[src/rtl/mem_port_arbiter.sv]
// -----------------------------------------------------------------------------
// mem_port_arbiter
//
// Shares one external memory bus (req/gnt/rvalid) between the fetch-stage
// instruction port and the memory-stage data port.
//   - ARB picks an owner combinationally. Data wins unless the instruction
//     port has lost STARVE_LIMIT contended grants in a row.
//   - An un-granted request moves the FSM to LOCK. LOCK keeps that owner's
//     payload on the bus until the grant arrives.
//   - Every grant pushes {owner, kill} into an in-order owner FIFO. Every
//     response pops the head and is routed to the port named by the head.
//   - instr_flush_i marks all outstanding fetches as killed. Their responses
//     are popped and dropped.
//
// Ports
//   clk, rst           clock, asynchronous active-high reset
//   instr_*            fetch port: req/addr in, gnt/rvalid/rdata/err out,
//                      flush in
//   data_*             load/store port: req/we/be/addr/wdata in,
//                      gnt/rvalid/rdata/err out
//   bus_*              shared bus: req/we/be/addr/wdata out,
//                      gnt/rvalid/rdata/err in
// -----------------------------------------------------------------------------
module mem_port_arbiter #(
  parameter int unsigned MAX_OUTSTANDING = 2,
  parameter int unsigned STARVE_LIMIT    = 3
) (
  input  logic        clk,
  input  logic        rst,
  // instruction port
  input  logic        instr_req_i,
  input  logic [31:0] instr_addr_i,
  output logic        instr_gnt_o,
  output logic        instr_rvalid_o,
  output logic [31:0] instr_rdata_o,
  output logic        instr_err_o,
  input  logic        instr_flush_i,
  // data port
  input  logic        data_req_i,
  input  logic        data_we_i,
  input  logic [3:0]  data_be_i,
  input  logic [31:0] data_addr_i,
  input  logic [31:0] data_wdata_i,
  output logic        data_gnt_o,
  output logic        data_rvalid_o,
  output logic [31:0] data_rdata_o,
  output logic        data_err_o,
  // memory bus
  output logic        bus_req_o,
  output logic        bus_we_o,
  output logic [3:0]  bus_be_o,
  output logic [31:0] bus_addr_o,
  output logic [31:0] bus_wdata_o,
  input  logic        bus_gnt_i,
  input  logic        bus_rvalid_i,
  input  logic [31:0] bus_rdata_i,
  input  logic        bus_err_i
);

  localparam int unsigned PTR_W = (MAX_OUTSTANDING > 1) ? $clog2(MAX_OUTSTANDING) : 1;
  localparam int unsigned CNT_W = $clog2(MAX_OUTSTANDING + 1);
  localparam int unsigned STV_W = $clog2(STARVE_LIMIT + 1);

  typedef enum logic {ST_ARB, ST_LOCK}        state_e;
  typedef enum logic {OWN_INSTR, OWN_DATA}    owner_e;

  state_e                     state_q, state_d;
  owner_e                     lock_owner_q, lock_owner_d;
  logic [STV_W-1:0]           starve_q, starve_d;

  // Owner FIFO storage. A set bit in fifo_data means the data port owns the
  // entry; a clear bit means the instruction port owns it.
  logic [MAX_OUTSTANDING-1:0] fifo_data_q, fifo_data_d;
  logic [MAX_OUTSTANDING-1:0] fifo_kill_q, fifo_kill_d;
  logic [PTR_W-1:0]           rd_ptr_q, rd_ptr_d;
  logic [PTR_W-1:0]           wr_ptr_q, wr_ptr_d;
  logic [CNT_W-1:0]           count_q, count_d;

  owner_e owner;
  logic   req;
  logic   req_act;
  logic   push;
  logic   pop;
  logic   fifo_empty;
  logic   fifo_full;
  logic   blocked;
  logic   head_data;
  logic   head_kill;

  function automatic logic [PTR_W-1:0] ptr_inc(input logic [PTR_W-1:0] p);
    return (p == PTR_W'(MAX_OUTSTANDING - 1)) ? '0 : p + 1'b1;
  endfunction

  assign fifo_empty = (count_q == '0);
  assign fifo_full  = (count_q == CNT_W'(MAX_OUTSTANDING));
  assign pop        = bus_rvalid_i && !fifo_empty;
  // A response in this cycle frees a slot. A full FIFO therefore blocks a
  // new request only when nothing drains in the same cycle.
  assign blocked    = fifo_full && !bus_rvalid_i;
  assign head_data  = fifo_data_q[rd_ptr_q];
  assign head_kill  = fifo_kill_q[rd_ptr_q];

  // ---------------------------------------------------------------------------
  // FSM: owner selection, request and next state
  // ---------------------------------------------------------------------------
  // NOTE: every signal written here gets a default first. A path that leaves
  // a signal unassigned would infer a latch.
  always_comb begin
    state_d      = state_q;
    lock_owner_d = lock_owner_q;
    req          = 1'b0;
    owner        = lock_owner_q;
    case (state_q)
      ST_ARB: begin
        if (!blocked && (instr_req_i || data_req_i)) begin
          req = 1'b1;
          if (instr_req_i && data_req_i) begin
            owner = (starve_q == STV_W'(STARVE_LIMIT)) ? OWN_INSTR : OWN_DATA;
          end else begin
            owner = data_req_i ? OWN_DATA : OWN_INSTR;
          end
          if (!bus_gnt_i) begin
            state_d      = ST_LOCK;
            lock_owner_d = owner;
          end
        end
      end
      ST_LOCK: begin
        // The bus payload must stay stable until the grant arrives, so the
        // other port is ignored here. A flush does not release the lock.
        req = 1'b1;
        if (bus_gnt_i) state_d = ST_ARB;
      end
      default: state_d = ST_ARB;
    endcase
  end

  // Outputs are held at zero while reset is asserted, even if the ports are
  // already requesting.
  assign req_act = req && !rst;
  assign push    = req_act && bus_gnt_i;

  always_comb begin
    bus_we_o    = 1'b0;
    bus_be_o    = 4'h0;
    bus_addr_o  = 32'h0;
    bus_wdata_o = 32'h0;
    if (req_act) begin
      if (owner == OWN_DATA) begin
        bus_we_o    = data_we_i;
        bus_be_o    = data_be_i;
        bus_addr_o  = data_addr_i;
        bus_wdata_o = data_wdata_i;
      end else begin
        bus_be_o    = 4'hF;
        bus_addr_o  = instr_addr_i;
      end
    end
  end

  assign bus_req_o   = req_act;
  assign instr_gnt_o = push && (owner == OWN_INSTR);
  assign data_gnt_o  = push && (owner == OWN_DATA);

  // ---------------------------------------------------------------------------
  // Response routing: only rvalid is steered; rdata/err go to both ports.
  // ---------------------------------------------------------------------------
  assign instr_rvalid_o = pop && !rst && !head_data && !head_kill && !instr_flush_i;
  assign data_rvalid_o  = pop && !rst && head_data;
  assign instr_rdata_o  = rst ? 32'h0 : bus_rdata_i;
  assign data_rdata_o   = rst ? 32'h0 : bus_rdata_i;
  assign instr_err_o    = !rst && bus_err_i;
  assign data_err_o     = !rst && bus_err_i;

  // ---------------------------------------------------------------------------
  // Starvation counter and owner FIFO next state
  // ---------------------------------------------------------------------------
  always_comb begin
    starve_d = starve_q;
    if (push) begin
      if (owner == OWN_INSTR) begin
        starve_d = '0;
      end else if (instr_req_i && data_req_i && (starve_q != STV_W'(STARVE_LIMIT))) begin
        starve_d = starve_q + 1'b1;
      end
    end
  end

  always_comb begin
    fifo_data_d = fifo_data_q;
    fifo_kill_d = fifo_kill_q;
    rd_ptr_d    = rd_ptr_q;
    wr_ptr_d    = wr_ptr_q;
    count_d     = count_q;
    // A flush kills every fetch entry. Stale slots may be marked as well;
    // that is harmless because a push overwrites its slot completely.
    if (instr_flush_i) fifo_kill_d = fifo_kill_q | ~fifo_data_q;
    if (pop) rd_ptr_d = ptr_inc(rd_ptr_q);
    if (push) begin
      fifo_data_d[wr_ptr_q] = (owner == OWN_DATA);
      fifo_kill_d[wr_ptr_q] = instr_flush_i && (owner == OWN_INSTR);
      wr_ptr_d              = ptr_inc(wr_ptr_q);
    end
    case ({push, pop})
      2'b10:   count_d = count_q + 1'b1;
      2'b01:   count_d = count_q - 1'b1;
      default: count_d = count_q;
    endcase
  end

  // NOTE: the owner/kill storage is reset along with the pointers. It is a
  // handful of flops, and the reset keeps X out of the head decode.
  always_ff @(posedge clk or posedge rst) begin
    if (rst) begin
      state_q      <= ST_ARB;
      lock_owner_q <= OWN_INSTR;
      starve_q     <= '0;
      fifo_data_q  <= '0;
      fifo_kill_q  <= '0;
      rd_ptr_q     <= '0;
      wr_ptr_q     <= '0;
      count_q      <= '0;
    end else begin
      // NOTE: non-blocking assignments, so every register samples the
      // pre-edge values regardless of statement order.
      state_q      <= state_d;
      lock_owner_q <= lock_owner_d;
      starve_q     <= starve_d;
      fifo_data_q  <= fifo_data_d;
      fifo_kill_q  <= fifo_kill_d;
      rd_ptr_q     <= rd_ptr_d;
      wr_ptr_q     <= wr_ptr_d;
      count_q      <= count_d;
    end
  end

  // A response with nothing outstanding is a bus protocol violation. The
  // response is already ignored above; this flags the violation.
  a_no_orphan_rvalid: assert property (@(posedge clk) disable iff (rst)
    !(bus_rvalid_i && fifo_empty));

endmodule
[config.mk]
export PLATFORM = sky130hd
export DESIGN_NAME = mem_port_arbiter
export DESIGN_NICKNAME = d
export VERILOG_FILES = /design/src/rtl/mem_port_arbiter.sv
export SDC_FILE = /design/constraint.sdc
export NUM_CORES = 1
export LEC_CHECK = 0
export CAP_MARGIN = 20
export CELL_PAD_IN_SITES_DETAIL_PLACEMENT = 0
export CELL_PAD_IN_SITES_GLOBAL_PLACEMENT = 1
export CORE_AREA = 3 3 112 125
export CTS_BUF_LIST = sky130_fd_sc_hd__clkbuf_4
export CTS_CLUSTER_SIZE = 40
export DETAILED_ROUTE_END_ITERATION = 16
export DIE_AREA = 0 0 115 128
export PLACE_DENSITY = 0.95
export REMOVE_ABC_BUFFERS = 1
export SLEW_MARGIN = 5
export SYNTH_ARGS = -nofsm -noshare
export SYNTH_HDL_FRONTEND = slang
export SYNTH_SLANG_ARGS = --single-unit
[constraint.sdc]
create_clock -name clk -period 6.3 [get_ports clk]
set_input_delay 1.26 -clock clk [delete_from_list [all_inputs] [get_ports clk]]
set_output_delay 1.26 -clock clk [all_outputs]
set_load 0.02 [all_outputs]
==> Word-level counts from Yosys, hierarchy flattened <==
Cells that the tools add are included.
{ "word_totals": {"ff_bits": 12, "input_bits": 141, "out_inout_bits": 140, "word_cells": 90} }
{ "op_classes": {"addsub": 5, "order_cmp": 3, "n_eq_ne": 6, "mux": 34, "n_bitwise": 5, "reduce_logical": 29} }
{ "op_table": {"columns": ["operator", "count"], "rows": [
  ["$mux W32", 5],
  ["$logic_and A1 B1 Y1", 17],
  ["$mux W1", 17],
  ["$mux W2", 4],
  ["$mux W4", 2],
  ["$logic_not A1 Y1", 7],
  ["$eq A2 B2 Y1 const B", 3],
  ["$add A2 B1 Y2 const B", 2],
  ["$bwmux W2", 2],
  ["$lt A1 B2 Y1 const B", 2],
  ["$pmux W1 S2", 2],
  ["$pmux W2 S2", 1],
  ["$not A1 Y1", 3],
  ["$reduce_and A3 Y1", 1],
  ["$add A1 B1 Y1 const B", 2],
  ["$eq A2 B1 Y1 const B", 1],
  ["$logic_not A2 Y1", 1],
  ["$ne A2 B1 Y1 const B", 1],
  ["$ne A2 B2 Y1 const B", 1],
  ["$not A2 Y2", 1],
  ["$or A2 B2 Y2", 1],
  ["$reduce_and A2 Y1", 1],
  ["$reduce_bool A2 Y1", 1],
  ["$sub A2 B1 Y2 const B", 1],
  ["other kinds (3)", 3]
]} }

==> Depth between registers and ports, before layout <==
{ "depth": {"ltp_word": 10, "depth_mapped": 11, "mapped_depth_nobuf": 9} }

==> Worst setup path before layout <==
No wires, ideal clock.
{ "synth_path": {"path_type": "input-to-output", "from": "input rst", "to": "output instr_gnt_o", "t_arrival_ns": 2.781, "required_ns": 5.040, "setup_slack_ns": 2.259, "cell_stages": 4, "n_path_buf": 1, "cell_sequence": "clkbuf_1 inv_1 nand2_1 nor4_1"} }
{ "synth_between": {"elab_chain_len": 4} }
{ "synth_rtl": {"columns": ["item", "line", "text"], "rows": [
  ["start, declared", "29", "input logic rst,"],
  ["$logic_not A1 Y1 (no source line)", null, null],
  ["$logic_and A1 B1 Y1", "140", "assign req_act = req && !rst;"],
  ["$logic_and A1 B1 Y1", "141", "assign push = req_act && bus_gnt_i;"],
  ["$logic_and A1 B1 Y1", "162", "assign instr_gnt_o = push && (owner == OWN_INSTR);"],
  ["end, declared", "33", "output logic instr_gnt_o,"]
]} }
No other way between the ends.

==> Final worst setup path <==
{ "layout_path": {"from": "input instr_req_i", "to": "output bus_wdata_o[29]"} }
{ "layout_between": {"elab_chain_len": 6, "word_cells_on_any_way": 11, "cone_classes": "mux (7); reduce/logical (4)"} }
{ "layout_rtl": {"columns": ["item", "line", "text"], "rows": [
  ["start, declared", "31", "input logic instr_req_i,"],
  ["$logic_and A1 B1 Y1 or $logic_or A1 B1 Y1 (tied branches)", "117, 115", null],
  ["$mux W1 or $logic_and A1 B1 Y1 (tied branches)", "117, 115", null],
  ["$mux W1", "115", "if (!blocked && (instr_req_i || data_req_i)) begin"],
  ["$mux W1 or $pmux W1 S2 (tied branches)", "113", "case (state_q)"],
  ["$mux W32 or $logic_and A1 B1 Y1 (tied branches)", "149, 140", null],
  ["$mux W32 *", "148", "if (req_act) begin"],
  ["end, declared", "53", "output logic [31:0] bus_wdata_o,"]
]} }
Every way passes the cells marked *; elsewhere a longest branch is shown, timed or not.

==> results.sh <==
export IMPL_status="complete, no violations"
export IMPL_slowest_delay_ps=600
export IMPL_slew_headroom_pct=42.1
export IMPL_regArea_um2=300
export IMPL_cts_tree="built"
export IMPL_maxCapViolations=0
export IMPL_fin_area_mm2=0.00473
export IMPL_antenna_found_initial=1
export IMPL_initial_utilization_pct=16.0
export IMPL_swShare_pct=47.7
export IMPL_syn_area_mm2=0.00204
export IMPL_r2r_end="count_q[1]"
export IMPL_r2r_start="count_q[0]"
export IMPL_arrival_ps=4180
export IMPL_rr_worst_depth=8
export IMPL_synth_most_common_cell="a21oi_1"
export IMPL_internal_power_mw=0.481
export IMPL_die_width_um=115
export IMPL_whs_ps=515
export IMPL_wl_per_cell_um=16.1
export IMPL_drt_first_pass_iters=4
export IMPL_leakage_nw=1.82
export IMPL_tns_ps=0
export IMPL_postRouteWirelength_um=11000
export IMPL_fin_skew_ps=4.39
export IMPL_rrSetupSlack_ps=3710
export IMPL_synth_top_area_cell="dfrtp_1"
export IMPL_finalHoldViolCount=0
export IMPL_ys_seq_elements=12
export IMPL_finalCriticalPeriod_ps=5440
export IMPL_multiInputGateArea_mm2=0.00133
export IMPL_crit_top_cell="clkdlybuf4s50_1"
export IMPL_post_drt_via_cell_ratio=4.49
export IMPL_port_buffers=280
export IMPL_detailed_place_area_mm2=0.00470
export IMPL_die_h_um=128
export IMPL_met1_usage_pct=14.7
export IMPL_core_mm2=0.0127
export IMPL_synth_seq_area_share_pct=14.8
export IMPL_grt_use_met2_pct=25.4
export IMPL_rows=43
export IMPL_cts_buffers=3
export IMPL_busiest_layer="met2"
export IMPL_grt_overflow_total=0
export IMPL_path_cells="clkdlybuf4s50_1 > nor2_1 > o31ai_4 > buf_4 > nand2_1 > and3_1 > clkdlybuf4s50_1"
export IMPL_crit_path_max_fanout=34
export IMPL_final_fill_count=1297
export IMPL_powerDensity_mw_per_mm2=194
export IMPL_cts_resized=0
export IMPL_finalCritPeriodShare_pct=86.3
export IMPL_synth_lib_cells_used_distinct=39
export IMPL_end_kind="output port"
export IMPL_power_frac_comb_pct=78.8
export IMPL_critical_path_endpoint="bus_wdata_o[29]"
export IMPL_synth_common_cells="a21oi_1 (35), and3_1 (34), buf_4 (34), o21ai_0 (34)"
export IMPL_crit_type="input port to output port"
export IMPL_cp_required_ps=5040
export IMPL_grt_max_degree=41
export IMPL_clk_latency_ps=280
export IMPL_syn_inst=296
export IMPL_drt_first_iter_violations=64
export IMPL_synth_warnings=0
export IMPL_async_reset_ff_share_pct=100
export IMPL_clock_path_buffers=2
export IMPL_power_frac_clock_pct=5.5
export IMPL_ant_nets=0
export IMPL_min_path_type="flip-flop to flip-flop"
export IMPL_synth_edf_count=0
export IMPL_setup_viol=0
export IMPL_ys_flop_type="dfrtp_1"
export IMPL_grt_pass1_vias=3121
export IMPL_nets=669
export IMPL_startpoint_type="input port"
export IMPL_post_cts_buffers=0
export IMPL_holdBufCountCts=0
export IMPL_synth_area_leaders="dfrtp_1 (15%), buf_4 (13%), and3_1 (10%)"
export IMPL_worst_slew_pin_slew_ps=866
export IMPL_p_switching_mw=0.439
export IMPL_place_gp_congestion=0.815
export IMPL_via_count=3070
export IMPL_grt_use_total_pct=13.4
export IMPL_rsz0062_at_grt="false"
export IMPL_grt_pass1_wl_um=15900
export IMPL_drc_errors=0
export IMPL_critPathLaunch="instr_req_i"
export IMPL_final_cells=683
export IMPL_clock_sinks=12
export IMPL_drv_slew=0
export IMPL_cts_root_buf="clkbuf_4"
export IMPL_dp_cells=678
export IMPL_synthDominantCellAreaShare_pct=14.8
export IMPL_syn_area_per_cell_um2=6.88
export IMPL_drive_gt1_share_pct=3.62
export IMPL_seq_power_share_pct=15.8
export IMPL_cp_slowest_cell="nand2_1"
export IMPL_syn2layout_area_growth_pct=132
export IMPL_pin_count=281
export IMPL_htreeDepth=1
export IMPL_use_met3_pct=2.93
export IMPL_die_area_mm2=0.0147
export IMPL_ir_drop_mv=0.111
export IMPL_hpwl_um=9140
export IMPL_clk_pin_slew_worst_paths_ps=80
export IMPL_fmax_mhz=184
==> power groups by stage <==
stage / sequential, mW / combinational [mW] / clock [mW]
3_5_place_dp: 0.146 / 0.728 / 0
5_1_grt: 0.149 / 0.780 / 0.0552
4_1_cts: 0.145 / 0.733 / 0.0520
6_report: 0.145 / 0.725 / 0.0504
3_3_place_gp: 0.143 / 0.713 / 0
2_1_floorplan: 0.137 / 0.367 / 0
==> layout by cell type (no fill, tap or decap), types with 2 or more instances in the layout <==
| cell | count |
|---|---|
| clkdlybuf4s50_1 | 280 |
| a21oi_1 | 35 |
| o21ai_0 | 34 |
| and3_1 | 34 |
| nand3_1 | 33 |
| nor2b_1 | 33 |
| dfrtp_1 | 12 |
| nor2_1 | 6 |
| buf_4 | 6 |
| inv_1 | 5 |
| mux2i_1 | 5 |
| nand2_1 | 4 |
| o21a_1 | 4 |
| nor4_1 | 3 |
| xnor2_1 | 3 |
| nor3_1 | 3 |
| clkbuf_4 | 3 |
| xor2_1 | 2 |
| ha_1 | 2 |
==> worst max-delay path, delay by kind of cell <==
family,cells,cell delay (ps)
buffers and inverters,3,1490
AOI/OAI and AO/OA,1,220
and+or+nand+nor,3,1200
==> cell families (layout without fill, tap and decap cells) <==
logic type	count (synthesis)	count (layout)	share of synthesized area, %
and+or+nand+nor	125	125	36.6
AOI/OAI and AO/OA	79	79	21.6
buffers and inverters	67	296	20.6
DFF	12	12	14.8
muxes	6	6	3.01
xor gates and xnor gates	5	5	2.15
adders and majority gates	2	2	1.23
other	0	1	0
==> final cells by class <==
type | count | share of cell area, %
diodes | 1 | 0.0529
clock buffers | 3 | 0.476
clock inverters | 1 | 0.0793
inverters | 6 | 0.529
multi-input cells | 217 | 28.2
flip-flops and latches | 12 | 6.35
well taps | 157 | 4.15
repair buffers | 286 | 60.2
==> metrics by stage <==
| stage | util [%] | setup WS [ps] | total power [mW] |
|---|---|---|---|
| finish | 37.3 | 861 | 0.920 |
| global route | 37.3 | 625 | 0.985 |
| CTS | 37.2 | 832 | 0.930 |
| detailed placement | 37.0 | 850 | 0.874 |
| global placement | 37.0 | 993 | 0.856 |
| floorplan | - | 1390 | 0.504 |
==> flip-flops by register name (all words and copies together) (netlist names) <==
signal        flops
rd_ptr_q          1
count_q           2
lock_owner_q      1
starve_q          2
wr_ptr_q          1
state_q           1
fifo_data_q       2
fifo_kill_q       2
==> worst min path at each step <==
| stage | cells past startpoint | to | startpoint | slack, ps |
|---|---|---|---|---|
| final | 1 | count_q[1] | count_q[1] | 520 |
| after global routing | 1 | count_q[1] | count_q[1] | 550 |
| after global placement | 1 | count_q[1] | count_q[1] | 490 |
| after CTS | 1 | count_q[1] | count_q[1] | 520 |
| after floorplan | 1 | count_q[1] | count_q[1] | 460 |
| after detailed placement | 1 | count_q[1] | count_q[1] | 500 |
==> metal layers <==
metal	part of all wire, %	wire [µm]	vias up
met4	1.5	163	0
met2	51	5570	210
li1	-	-	1463
met3	11	1180	10
met1	37	4050	1387
met5	0	0	-
Power figures use the tool's default switching activity.
